### src/rtl/uart_rx.sv
// ============================================================================
// Module   : uart_rx
// Brief    : 8N1 UART receiver with single-entry valid/ready holding register,
//            framing-error and overrun pulses.
// Revision : 1.0
// ============================================================================
`default_nettype none

module uart_rx #(
  parameter int BAUD_DIV = 868
) (
  input  logic       clk_in,
  input  logic       sys_rstn,
  input  logic       uart_rxd,
  output logic [7:0] rx_data,
  output logic       rx_valid,
  input  logic       rx_ready,
  output logic       frame_err,
  output logic       overrun,
  output logic       busy
);

  localparam logic [15:0] HALF_LOAD = 16'(BAUD_DIV / 2 - 1);
  localparam logic [15:0] FULL_LOAD = 16'(BAUD_DIV - 1);

  typedef enum logic [2:0] {
    S_IDLE  = 3'd0,
    S_START = 3'd1,
    S_DATA  = 3'd2,
    S_STOP  = 3'd3,
    S_BREAK = 3'd4
  } state_t;

  logic        sync1;
  logic        rxs;
  state_t      state;
  state_t      state_nxt;
  logic [15:0] cnt;
  logic [15:0] cnt_nxt;
  logic [2:0]  bidx;
  logic [2:0]  bidx_nxt;
  logic [7:0]  shreg;
  logic [7:0]  shreg_nxt;
  logic        deliver;
  logic        deliver_nxt;
  logic        ferr_nxt;
  logic        tick;

  // Two-flop synchronizer; idles high so reset never looks like a start bit.
  always_ff @(posedge clk_in or negedge sys_rstn) begin
    if (!sys_rstn) begin
      sync1 <= 1'b1;
      rxs   <= 1'b1;
    end else begin
      sync1 <= uart_rxd;
      rxs   <= sync1;
    end
  end

  assign tick = (state != S_IDLE) && (cnt == 16'd0);

  always_ff @(posedge clk_in or negedge sys_rstn) begin
    if (!sys_rstn) begin
      state     <= S_IDLE;
      cnt       <= 16'd0;
      bidx      <= 3'd0;
      shreg     <= 8'd0;
      deliver   <= 1'b0;
      frame_err <= 1'b0;
    end else begin
      state     <= state_nxt;
      cnt       <= cnt_nxt;
      bidx      <= bidx_nxt;
      shreg     <= shreg_nxt;
      deliver   <= deliver_nxt;
      frame_err <= ferr_nxt;
    end
  end

  always_comb begin
    state_nxt   = state;
    cnt_nxt     = (cnt != 16'd0) ? cnt - 16'd1 : cnt;
    bidx_nxt    = bidx;
    shreg_nxt   = shreg;
    deliver_nxt = 1'b0;
    ferr_nxt    = 1'b0;
    case (state)
      S_IDLE: begin
        if (!rxs) begin
          cnt_nxt   = HALF_LOAD;
          state_nxt = S_START;
        end
      end
      S_START: begin
        if (tick) begin
          if (!rxs) begin
            cnt_nxt   = FULL_LOAD;
            bidx_nxt  = 3'd0;
            state_nxt = S_DATA;
          end else begin
            state_nxt = S_IDLE;
          end
        end
      end
      S_DATA: begin
        if (tick) begin
          shreg_nxt = {rxs, shreg[7:1]};
          cnt_nxt   = FULL_LOAD;
          if (bidx == 3'd7) begin
            state_nxt = S_STOP;
          end else begin
            bidx_nxt = bidx + 3'd1;
          end
        end
      end
      S_STOP: begin
        if (tick) begin
          if (rxs) begin
            deliver_nxt = 1'b1;
            state_nxt   = S_IDLE;
          end else begin
            ferr_nxt  = 1'b1;
            state_nxt = S_BREAK;
          end
        end
      end
      S_BREAK: begin
        // Stay here while the line is held low so a break yields one error.
        if (rxs) begin
          state_nxt = S_IDLE;
        end
      end
      default: begin
        state_nxt = S_IDLE;
      end
    endcase
  end

  // Holding register: a delivery wins over a same-cycle handshake.
  always_ff @(posedge clk_in or negedge sys_rstn) begin
    if (!sys_rstn) begin
      rx_data  <= 8'd0;
      rx_valid <= 1'b0;
      overrun  <= 1'b0;
    end else begin
      overrun <= 1'b0;
      if (deliver) begin
        if (!rx_valid || rx_ready) begin
          rx_data  <= shreg;
          rx_valid <= 1'b1;
        end else begin
          overrun <= 1'b1;
        end
      end else if (rx_valid && rx_ready) begin
        rx_valid <= 1'b0;
      end
    end
  end

  assign busy = (state != S_IDLE);

endmodule

`default_nettype wire

### config.mk
export PLATFORM = sky130hd
export DESIGN_NAME = uart_rx
export DESIGN_NICKNAME = d
export VERILOG_FILES = /design/src/rtl/uart_rx.sv
export SDC_FILE = /design/constraint.sdc
export NUM_CORES = 1
export LEC_CHECK = 0
export CAP_MARGIN = 20
export CORE_MARGIN = 2
export CORE_UTILIZATION = 58
export DETAILED_ROUTE_END_ITERATION = 10
export DONT_BUFFER_PORTS = 1
export GPL_TIMING_DRIVEN = 0
export PLACE_DENSITY = 0.74
export SLEW_MARGIN = 20
export SYNTH_ARGS = -nofsm -noshare
export SYNTH_HDL_FRONTEND = slang
export SYNTH_SLANG_ARGS = --single-unit
### constraint.sdc
create_clock -name clk_in -period 4.95 [get_ports clk_in]
set_clock_uncertainty 0.1 [all_clocks]
set_input_delay 0.7425 -clock clk_in [delete_from_list [all_inputs] [get_ports clk_in]]
set_output_delay 0.7425 -clock clk_in [all_outputs]
set_load 0.005 [all_outputs]
==> metrics list <==
- The run finished with clean final reports.
- Later-pin clock latency in the skew report: 0.35 ns
- Buffers inserted during clock tree synthesis total 5.
- DRT iter0 DRCs: 107
* Leading register cell type out of synthesis: dfrtp_1
- A synthesized cell averages 11.5 um2.
- The tree is rooted in a clkbuf_4.
- In this design, the stage delay of the slowest critical-path cell is 0.43 ns.
* CP Max Fanout: 10
- Tracing the worst setup path back leads to its startpoint at cnt[0].
- The worst register-to-register path has a depth of 7.
- VDD sags by at most 169 uV.
- 16 I/O pins were placed.
- Dominant combinational cell family by area after synthesis: simple AND/OR/NAND/NOR gates
- Required time at the endpoint of the critical path: 5.09 ns
- Summing the areas of all fa, ha and maj instances in the mapped netlist gives 2.43% of the synthesized area.
* Overall routing resource usage: 20.4%
* Vias after detailed routing: 1345
* Pwr per Cell Area: 272 nW/um2
* Async S/R FF share, synth: 100%
- For this run, the number of Yosys warnings is 0.
- After synthesis, the largest area contributor takes up 51.0% of total cell area.
- The number of hold violations in the final report is 0.
* P_leak: 1.08 nW
* Die outline width: 63.6 um
- Drt first pass iters: 4
- Global-route wire length before repair: 6.40 mm
- In this run the post-CTS setup repair buffer count came out at 0.
- In this run the cell area measured after placement is 2120 um2.
* Post-detailed-route DRC marker count: 0
- Element type at the critical path end: flop
- Counting along the longest clock path gives a buffer depth of 2.
- Cell accounting for the most synthesized area: dfrtp_1
* Total number of H-tree levels: 2
* Number of fillers in the final layout: 277
* Post-synthesis net count: 187
- Worst-path cell chain: inv_1 -> ha_1 -> nor4b_2 -> nand4_1 -> o31ai_1 -> buf_2 -> nor2_1
- Final setup vio count: 0
* Number of instances in the synthesized netlist: 179
* Slew of the pin with the lowest slew margin: 0.576 ns
* Uppermost metal layer occupied by signal nets: met4
* Unrepaired setup endpoints after global routing: false
- Clock-pin slew was measured on the worst setup and hold paths at 0.13 ns.
- After Yosys synthesis, XOR and XNOR cells account for 3.40% of the synthesized area.
- Of the total power, the share spent switching nets is 20.1%.
- HP Class: input pin to asynchronous set/reset pin
- Source of the worst register-to-register timing path: cnt[0]
- The total count of max-transition violations in the final report is 0.
- Min Tclk post-route: 2.29 ns
- Internal power comes to 485 uW.
* Data arrival time of the critical path: 2.43 ns
- Based on the critical path, the design can be clocked at up to 437 MHz.
- Setup crit start kind: flop
- The clock drives 44 sinks.
- Biggest area contributors in the synthesized netlist: dfrtp_1 (51%), mux2_4 (5.1%), mux2_2 (4.9%), nor2_1 (2.9%), or3_1 (2.7%)
* Share of power burned in the clock network: 38.7%
- The detailed router put a total of 1.63 mm of wire on met1.
* Netlist cell types: 42
- Starting density of the core: 61.3%
- Max-cap violations in this run came to 0.
* Count of flip-flops with a built-in enable after synthesis: 0
- Of the cells placed in the final design, the portion with a size suffix greater than 1 is 20.2%.
- Detailed-placement wirelength estimate: 2.45 mm
- N_diodes: 0
- Routability-driven placement finished with a final weighted congestion of 0.884.
- Per report_power, the combinational group accounts for 1.7% of the total.
- After layout, the worst path uses 46.3% of the clock period.
- Top cells by count, synth: dfrtp_1 (42), nor2_1 (16), nand2_1 (13)
- The analysis attributes to net switching a power of 122 uW.
* Number of nets in the layout: 195
- Across all register-to-register paths, the minimum setup slack is 2.66 ns.
- Detailed routing placed a total of 139 um of wire on met3.
* Fraction of the mapped netlist area in simple logic gates: 20.4%
* Initial antenna violation count: 0
- The number of global-route vias before repair is 1405.
- For the final routed database, the setup TNS stands at 0 ns.
- The die covers 4050 um2.
- After detailed routing, the met2 layer carries 1.68 mm of wire.
* Max-slew headroom: 61.3%
- The initialized floorplan defines 21 standard-cell rows.
- CTS tree: done
- Summing all multi-input logic gate instances after layout gives 907 um2.
- Via count normalized by instance count: 5.75
- Summing the areas of all compound-gate instances in the mapped netlist gives 7.77% of the synthesized area.
* Final design instance area without fill: 2230 um2
- Largest net degree at the start of global routing: 43
- Library cell contributing the largest single delay on the critical path: dfrtp_1
* Fraction of synthesized area in multiplexers: 10.0%
- Sequential element share of the synthesized area: 53.5%
- Vertical extent of the die: 63.6 um
- Registers take 1100 um2.
- Port Buffer Count: 0
* Core ar.: 3360 um2
* Syn-to-layout area delta: 8.13%
* Residual antenna-violating net count after detailed routing: 0
- After detailed routing, the total wire length is 3.50 mm.
* Most common cell in the synthesized netlist: dfrtp_1
* Syn Std Cell Area: 2060 um2
- Dividing the detail-routed wire length by the instance count gives 15.0 um.
- Relative contribution of sequential cells to total power: 59.6%
* Flip-flop and latch count after synthesis: 44
* Crit Path Class: flop to flop
- GRT overflow: 0
==> worst max-delay path, delay by kind of cell (launching register included) <==
| family | cells | cell delay, ns |
|---|---|---|
| AOI/OAI and AO/OA | 1 | 0.34 |
| and+or+nand+nor | 3 | 0.76 |
| adders and majority gates | 1 | 0.17 |
| buffers and inverters | 2 | 0.39 |
| DFF | 1 | 0.43 |
==> cell families (layout without fill, tap and decap cells) <==
kind of cell / Yosys count / count (layout)
xor gates and xnor gates: 8 / 8
AOI/OAI and AO/OA: 25 / 25
adders and majority gates: 4 / 4
DFF: 44 / 44
and+or+nand+nor: 72 / 72
muxes: 16 / 16
buffers and inverters: 10 / 19
==> state kept, by name, indices dropped and copies added (netlist names) <==
register   cells
deliver        1
frame_err      1
sync1          1
overrun        1
rx_data        8
rx_valid       1
shreg          8
cnt           16
rxs            1
state          3
bidx           3
==> per-layer routing <==
metal	vias to the layer above	track usage, %
li1	650	-
met1	662	27.3
met2	27	32.2
met3	6	5.54
met4	0	7.07
met5	-	0
==> power groups by stage <==
stage | clock network [mW] | registers (mW) | logic (mW)
2_1_floorplan | 0 | 0.368 | 0.00214
3_3_place_gp | 0 | 0.368 | 0.00250
3_5_place_dp | 0 | 0.369 | 0.00254
4_1_cts | 0.241 | 0.362 | 0.0109
5_1_grt | 0.258 | 0.362 | 0.0122
6_report | 0.235 | 0.362 | 0.0103
==> final timing paths <==
check                             endpoint
worst max-delay path               cnt[10]
worst min-delay path            rx_data[0]
worst max register to register     cnt[10]
worst min register to register         rxs
max in group asynchronous          cnt[14]
min in group clk_in                    rxs
==> through the flow <==
| stage | power [mW] | hold slack, ns | worst slack, ns | instances | utilization [%] |
|---|---|---|---|---|---|
| after floorplan | 0.371 | 0.245 | 2.98 | 179 | - |
| after global placement | 0.371 | 0.245 | 2.78 | 225 | 63.0 |
| after detailed placement | 0.371 | 0.252 | 2.70 | 225 | 63.0 |
| after CTS | 0.614 | 0.0979 | 2.66 | 234 | 66.3 |
| after global routing | 0.632 | 0.0762 | 2.48 | 234 | 66.3 |
| final | 0.607 | 0.114 | 2.66 | 234 | 66.3 |
==> repair_timing <==
| item | 4_1_cts | 5_1_grt |
|---|---|---|
| hold endpoints to repair | 42 | 0 |
| hold buffers | 1 | 0 |
| gates resized for setup | 0 | 0 |
| setup endpoints to repair | 0 | 0 |
==> cell usage in the layout (no fill, tap or decap), types with 2 or more instances in the layout <==
master	count
dfrtp_1	42
nor2_1	16
nand2_1	13
or3_1	9
mux2_2	9
nand3_1	7
mux2_4	7
o21ai_0	6
a21oi_1	6
inv_1	5
nor3b_1	5
xnor2_1	5
clkbuf_4	5
nand2b_1	4
ha_1	4
o31ai_1	3
xor2_1	3
nor2b_1	2
nor4_1	2
nand4_1	2
buf_2	2
a21oi_2	2
nand3b_1	2
o21ai_1	2
a21o_1	2
dfstp_2	2
==> cell type report <==
class / instances / area share, %
clock buffer: 6 / 2.30
inverter: 5 / 0.842
buffer: 5 / 1.46
clock inverter: 2 / 1.74
timing repair buffer: 1 / 0.898
sequential: 44 / 49.5
tap: 46 / 2.58
multi-input combinational: 125 / 40.7
Power figures use the tool's default switching activity.
